File: src/rtl/alu_arb_pkg.sv
// alu_arb_pkg: shared types and constants for the round-robin ALU arbiter
//   state_t        : arbiter FSM states
//   OP_W/SHAMT_LSB : op_ctl layout {shamt[10:6], ctl[5:0]}
//   FLG_*          : bit positions inside rsp_flags {overflow, carryout, zero}
package alu_arb_pkg;
    typedef enum logic [1:0] {IDLE, EXEC, RESP} state_t;
    localparam int OP_W      = 11;
    localparam int SHAMT_LSB = 6;
    localparam int FLG_ZERO  = 0;
    localparam int FLG_COUT  = 1;
    localparam int FLG_OVF   = 2;
endpackage

File: src/rtl/alu_rr_pick.sv
// alu_rr_pick: combinational round-robin picker, first valid at or above rr_ptr with wrap
//   req_valid : per-requester valid
//   rr_ptr    : highest-priority index
//   grant_vld : some requester is valid
//   grant_idx : chosen requester (0 when none)
module alu_rr_pick #(
    parameter int N = 4,
    parameter int W = $clog2(N)
) (
    input  logic [N-1:0] req_valid,
    input  logic [W-1:0] rr_ptr,
    output logic         grant_vld,
    output logic [W-1:0] grant_idx
);
    logic [W-1:0] idx;
    // Scan from the lowest priority down so the last hit is the closest to rr_ptr.
    always_comb begin
        grant_vld = 1'b0;
        grant_idx = '0;
        idx       = '0;
        for (int k = N - 1; k >= 0; k--) begin
            idx = W'((32'(rr_ptr) + 32'(k)) % N);
            if (req_valid[idx]) begin
                grant_vld = 1'b1;
                grant_idx = idx;
            end
        end
    end
endmodule

File: src/rtl/alu_rr_arbiter.sv
// alu_rr_arbiter: shares one external 32b ALU among NUM_REQ requesters, round-robin, one op in flight
//   Optional macro ALU_ARB_BACK2BACK_EN: arbitrate again in the response-handshake cycle (2 cycles/op).
//   clk, rst_n                  : clock, asynchronous active-low reset
//   req_valid/req_ready         : per-requester handshake, req_ready one-hot or zero
//   req_a/req_b/req_op          : packed operands and op_ctl, requester i at [32i+:32] / [11i+:11]
//   alu_a/alu_b/alu_op_ctl      : registered operands toward the ALU
//   alu_z/alu_overflow/alu_zero/alu_carryout : ALU result and flags
//   rsp_valid/rsp_ready         : response handshake
//   rsp_id/rsp_z/rsp_flags      : issuing requester, result, {overflow, carryout, zero}
module alu_rr_arbiter
    import alu_arb_pkg::*;
#(
    parameter int NUM_REQ = 4,
    parameter int ID_W    = $clog2(NUM_REQ)
) (
    input  logic                    clk,
    input  logic                    rst_n,
    input  logic [NUM_REQ-1:0]      req_valid,
    output logic [NUM_REQ-1:0]      req_ready,
    input  logic [NUM_REQ*32-1:0]   req_a,
    input  logic [NUM_REQ*32-1:0]   req_b,
    input  logic [NUM_REQ*OP_W-1:0] req_op,
    output logic [31:0]             alu_a,
    output logic [31:0]             alu_b,
    output logic [OP_W-1:0]         alu_op_ctl,
    input  logic [31:0]             alu_z,
    input  logic                    alu_overflow,
    input  logic                    alu_zero,
    input  logic                    alu_carryout,
    output logic                    rsp_valid,
    input  logic                    rsp_ready,
    output logic [ID_W-1:0]         rsp_id,
    output logic [31:0]             rsp_z,
    output logic [2:0]              rsp_flags
);
    state_t          state;
    logic [ID_W-1:0] rr_ptr, id_q, grant_idx;
    logic            grant_vld, arb_en, accept;

    alu_rr_pick #(.N(NUM_REQ), .W(ID_W)) u_pick (
        .req_valid (req_valid),
        .rr_ptr    (rr_ptr),
        .grant_vld (grant_vld),
        .grant_idx (grant_idx)
    );

    // rst_n gates arbitration so req_ready drops to 0 while reset is held.
`ifdef ALU_ARB_BACK2BACK_EN
    assign arb_en = rst_n && ((state == IDLE) || (state == RESP && rsp_ready));
`else
    assign arb_en = rst_n && (state == IDLE);
`endif
    assign accept    = arb_en && grant_vld;
    assign req_ready = accept ? NUM_REQ'(1) << grant_idx : '0;

    always_ff @(posedge clk or negedge rst_n) begin
        if (!rst_n) begin
            state      <= IDLE;
            rr_ptr     <= '0;
            id_q       <= '0;
            alu_a      <= '0;
            alu_b      <= '0;
            alu_op_ctl <= '0;
            rsp_valid  <= 1'b0;
            rsp_id     <= '0;
            rsp_z      <= '0;
            rsp_flags  <= '0;
        end else begin
            if (accept) begin
                alu_a      <= req_a[32*grant_idx +: 32];
                alu_b      <= req_b[32*grant_idx +: 32];
                alu_op_ctl <= req_op[OP_W*grant_idx +: OP_W];
                id_q       <= grant_idx;
                rr_ptr     <= (32'(grant_idx) == NUM_REQ - 1) ? '0 : grant_idx + 1'b1;
            end
            case (state)
                IDLE: state <= accept ? EXEC : IDLE;
                EXEC: begin
                    rsp_z               <= alu_z;
                    rsp_flags[FLG_OVF]  <= alu_overflow;
                    rsp_flags[FLG_COUT] <= alu_carryout;
                    rsp_flags[FLG_ZERO] <= alu_zero;
                    rsp_id              <= id_q;
                    rsp_valid           <= 1'b1;
                    state               <= RESP;
                end
                RESP: if (rsp_ready) begin
                    rsp_valid <= 1'b0;
                    state     <= accept ? EXEC : IDLE;
                end
                default: state <= IDLE;
            endcase
        end
    end
endmodule
File: config.mk
export PLATFORM = sky130hd
export DESIGN_NAME = alu_rr_arbiter
export DESIGN_NICKNAME = d
export VERILOG_FILES = /design/src/rtl/alu_arb_pkg.sv /design/src/rtl/alu_rr_pick.sv /design/src/rtl/alu_rr_arbiter.sv
export SDC_FILE = /design/constraint.sdc
export NUM_CORES = 1
export LEC_CHECK = 0
export CORE_AREA = 5 5 176 178
export DETAILED_ROUTE_END_ITERATION = 16
export DIE_AREA = 0 0 181 183
export GPL_ROUTABILITY_DRIVEN = 1
export GPL_TIMING_DRIVEN = 0
export HOLD_SLACK_MARGIN = 0.12
export PLACE_DENSITY = 0.65
export SLEW_MARGIN = 0
export SYNTH_ARGS = -nofsm -noshare
export SYNTH_HDL_FRONTEND = slang
export SYNTH_HIERARCHICAL = 1
export SYNTH_SLANG_ARGS = --single-unit
File: constraint.sdc
create_clock -name clk -period 7.4 [get_ports clk]
set_clock_uncertainty 0.15 [all_clocks]
set_input_delay 0.74 -clock clk [delete_from_list [all_inputs] [get_ports clk]]
set_output_delay 0.74 -clock clk [all_outputs]
set_load 0.02 [all_outputs]
==> flow_summary.ini <==
[sta]
tns_ns = 0
hold_ws_ns = 0.119
setup_viol = 0
setup_ws_ns = 2.74
maxSlewHeadroom_pct = 53.0
hold_violations = 0
timing.final.crit_period_ns = 4.66
max_freq_mhz = 215
slew_viol_final = 0
grt_setup_unrepaired = false
period_share_pct = 62.9
tightest_slew_ns = 0.704

[min_path]
min_path_type = in2async

[detailed_routing]
wl_met1_um = 10500
num_vias = 5401
drt_iter0_markers = 163
maxUsedRoutingLayer = met5
met3_length_um = 1660
routed_via_density = 4.31
drt-total-wl_um = 26000
wl_met2_um = 13400
ant_nets = 0
dr.pass1.iters = 4
drcViolationCount = 0
routedWlPerCell_um = 20.8

[synth]
syn_nets = 718
avgSynthCellArea_um2 = 17.2
synthMuxAreaShare_pct = 47.4
synth_top_family_by_area = multiplexers
synth_xor_area_share_pct = 0
ys_seq_area_share_pct = 46.4
synth_simple_gate_area_share_pct = 1.62
netlist_instances = 372
synthTopCellsByArea = dfrtp_1, mux4_2, mux2_2, mux2_4, buf_2
yosys.area.top_type_share_pct = 46.4
synth_compound_area_share_pct = 0.644
yosysWarningCount = 6
synth.distinct_cells = 26
synth_fa_ha_area_share_pct = 0.780
synth-seq-cells = 119
syn_area_mm2 = 0.00641
yosysTopAreaCell = dfrtp_1

[setup_path]
cp.required_ns = 6.51
slowest_stage = clkdlybuf4s50_1
worst-path-max-fanout = 10
cp.arrival_ns = 3.77
end_kind = output port
path_class = in2out
worstRegToRegCells = 9
reg2reg_setup_slack_ns = 4.47
path_cells = clkdlybuf4s50_1 > nor3b_1 > a211oi_1 > nor2_1 > clkbuf_1 > buf_2 > buf_2 > inv_1 > ha_1 > and2_1 > clkdlybuf4s50_1
crit_path_max_incr_delay_ns = 0.58
rr_endpoint = rr_ptr[1]
critPathLaunchType = primary input
r2r-start = rr_ptr[1]

[pwr]
worst_ir_drop_vdd_mv = 0.136
p_leak_uw = 0.00465
power.density_mw_per_mm2 = 374

[final_layout]
nNetsFinal = 1196
antenna_cells = 0
drive_gt1_share_pct = 29.0
areaGrowthSynthToFinish_pct = 88.5
num-fill-cells = 2741

[floorplanning]
die_w_um = 181
row_count = 63
die_h_um = 183
ios = 459
initial_utilization_pct = 21.9
core_area_mm2 = 0.0292
dieArea_mm2 = 0.0331

[clocking]
clk_pin_slew_ns = 0.06
cts_tree = yes
cts_sinks = 119
cts_buffers = 17
htree_levels = 4
cts_setup_buffers = 0
clock-root-buffer = clkbuf_16
clockBufferDepth = 2
hold_buffers = 0
cts_resized = 0
clk_latency_ns = 0.40

[flow_run]
drv_cap = 0

[global_route]
antenna_found_initial = 1
grt_pass1_vias = 6191
grt_max_degree = 69
grt_first_pass_wirelength_um = 38600
overflow = 0
track_usage_pct = 15.3

[placed_design]
place.port_buffers = 458
hpwlAfterDp_um = 21600
routabilityCongestion = 0.849
place_ws_ns = 2.63

[outcome]
outcome = finished clean
-- Yosys cell counts, drive strengths merged --
cell type and instances:
nand2b 2, ha 4, dfrtp 119, buf 24, inv 3, nor2 5
nor3b 2, a211oi 2, a21oi 1, nand2 2, a21boi 1, and4bb 1
and2 4, a2bb2oi 1, nor2b 1, mux4 75, mux2 116, clkbuf 7
or2 1, mux2i 1
-- sequential cells by signal, indices dropped and copies added, names as in the netlist, 2 cells and up --
signal	count
alu_b	32
rsp_flags	3
id_q	2
alu_a	32
alu_op_ctl	11
rsp_z	32
state	2
rsp_id	2
rr_ptr	2
-- logic make-up (layout without fill, tap and decap cells) --
| family | Yosys count | in the layout |
|---|---|---|
| flops | 119 | 119 |
| simple gates | 18 | 18 |
| mux | 192 | 192 |
| buf+inv | 34 | 525 |
| fa+ha+maj | 4 | 4 |
| compound gates | 5 | 5 |
-- cell type report --
type / count / area, um2 / share of cell area (%)
Sequential cell: 119 / 2980 / 24.6
Multi-Input combinational cell: 219 / 3240 / 26.8
Buffer: 31 / 186 / 1.54
Inverter: 3 / 11.3 / 0.0931
Tap cell: 390 / 488 / 4.04
Clock buffer: 20 / 447 / 3.69
Timing Repair Buffer: 459 / 4610 / 38.2
Clock inverter: 12 / 128 / 1.06
-- through the flow --
stage	total power [uW]	area (um2)	utilization, %	std cells
detailed placement	3770	11500	39.4	1221
CTS	4620	12100	41.3	1253
global placement	3740	11500	39.3	1220
finish	4530	12100	41.3	1253
floorplan	2580	6410	-	372
global route	4790	12100	41.3	1253
-- where the power goes --
part	total (uW)	internal, uW	switching, uW	leakage, uW
logic	2530	1420	1110	0.00297
clock network	819	504	316	0.000272
registers	1180	991	187	0.00140
-- placed cells by master (no fill, tap or decap), types with 2 or more instances in the layout --
cell               n
buf_6              3
mux4_2            75
nand2_1            2
mux2_2           106
buf_2             19
dfrtp_1          119
clkdlybuf4s50_1  457
ha_1               4
inv_1              3
nor3b_1            2
clkinv_2           4
clkinvlp_4         4
bufinv_16          2
nand2b_1           2
mux2_4            10
clkbuf_16         17
and2_1             4
nor2_1             5
clkbuf_1           9
-- routing by layer --
metal,vias up,GRT usage [%]
met5,-,0
met1,2711,18.7
met4,2,3.90
li1,2421,-
met2,243,26.8
met3,24,4.48
-- worst max path at each step --
| stage | startpoint | to | slack, ns | depth (start not counted) |
|---|---|---|---|---|
| 2_1_floorplan | req_valid[1] | req_ready[0] | 4.35 | 9 |
| 3_3_place_gp | rst_n | req_ready[3] | -1.45 | 6 |
| 3_5_place_dp | req_valid[3] | req_ready[0] | 2.63 | 11 |
| 4_1_cts | req_valid[1] | req_ready[0] | 2.63 | 11 |
| 5_1_grt | req_valid[1] | req_ready[1] | 2.46 | 11 |
| 6_report | req_valid[1] | req_ready[1] | 2.74 | 11 |
-- worst max-delay path: cells and delay by family --
family,cells,cell delay [ns]
fa+ha+maj,1,0.19
compound gates,1,0.07
simple gates,3,0.56
buf+inv,6,2.18
No activity file was read; power rests on OpenSTA's default activity.
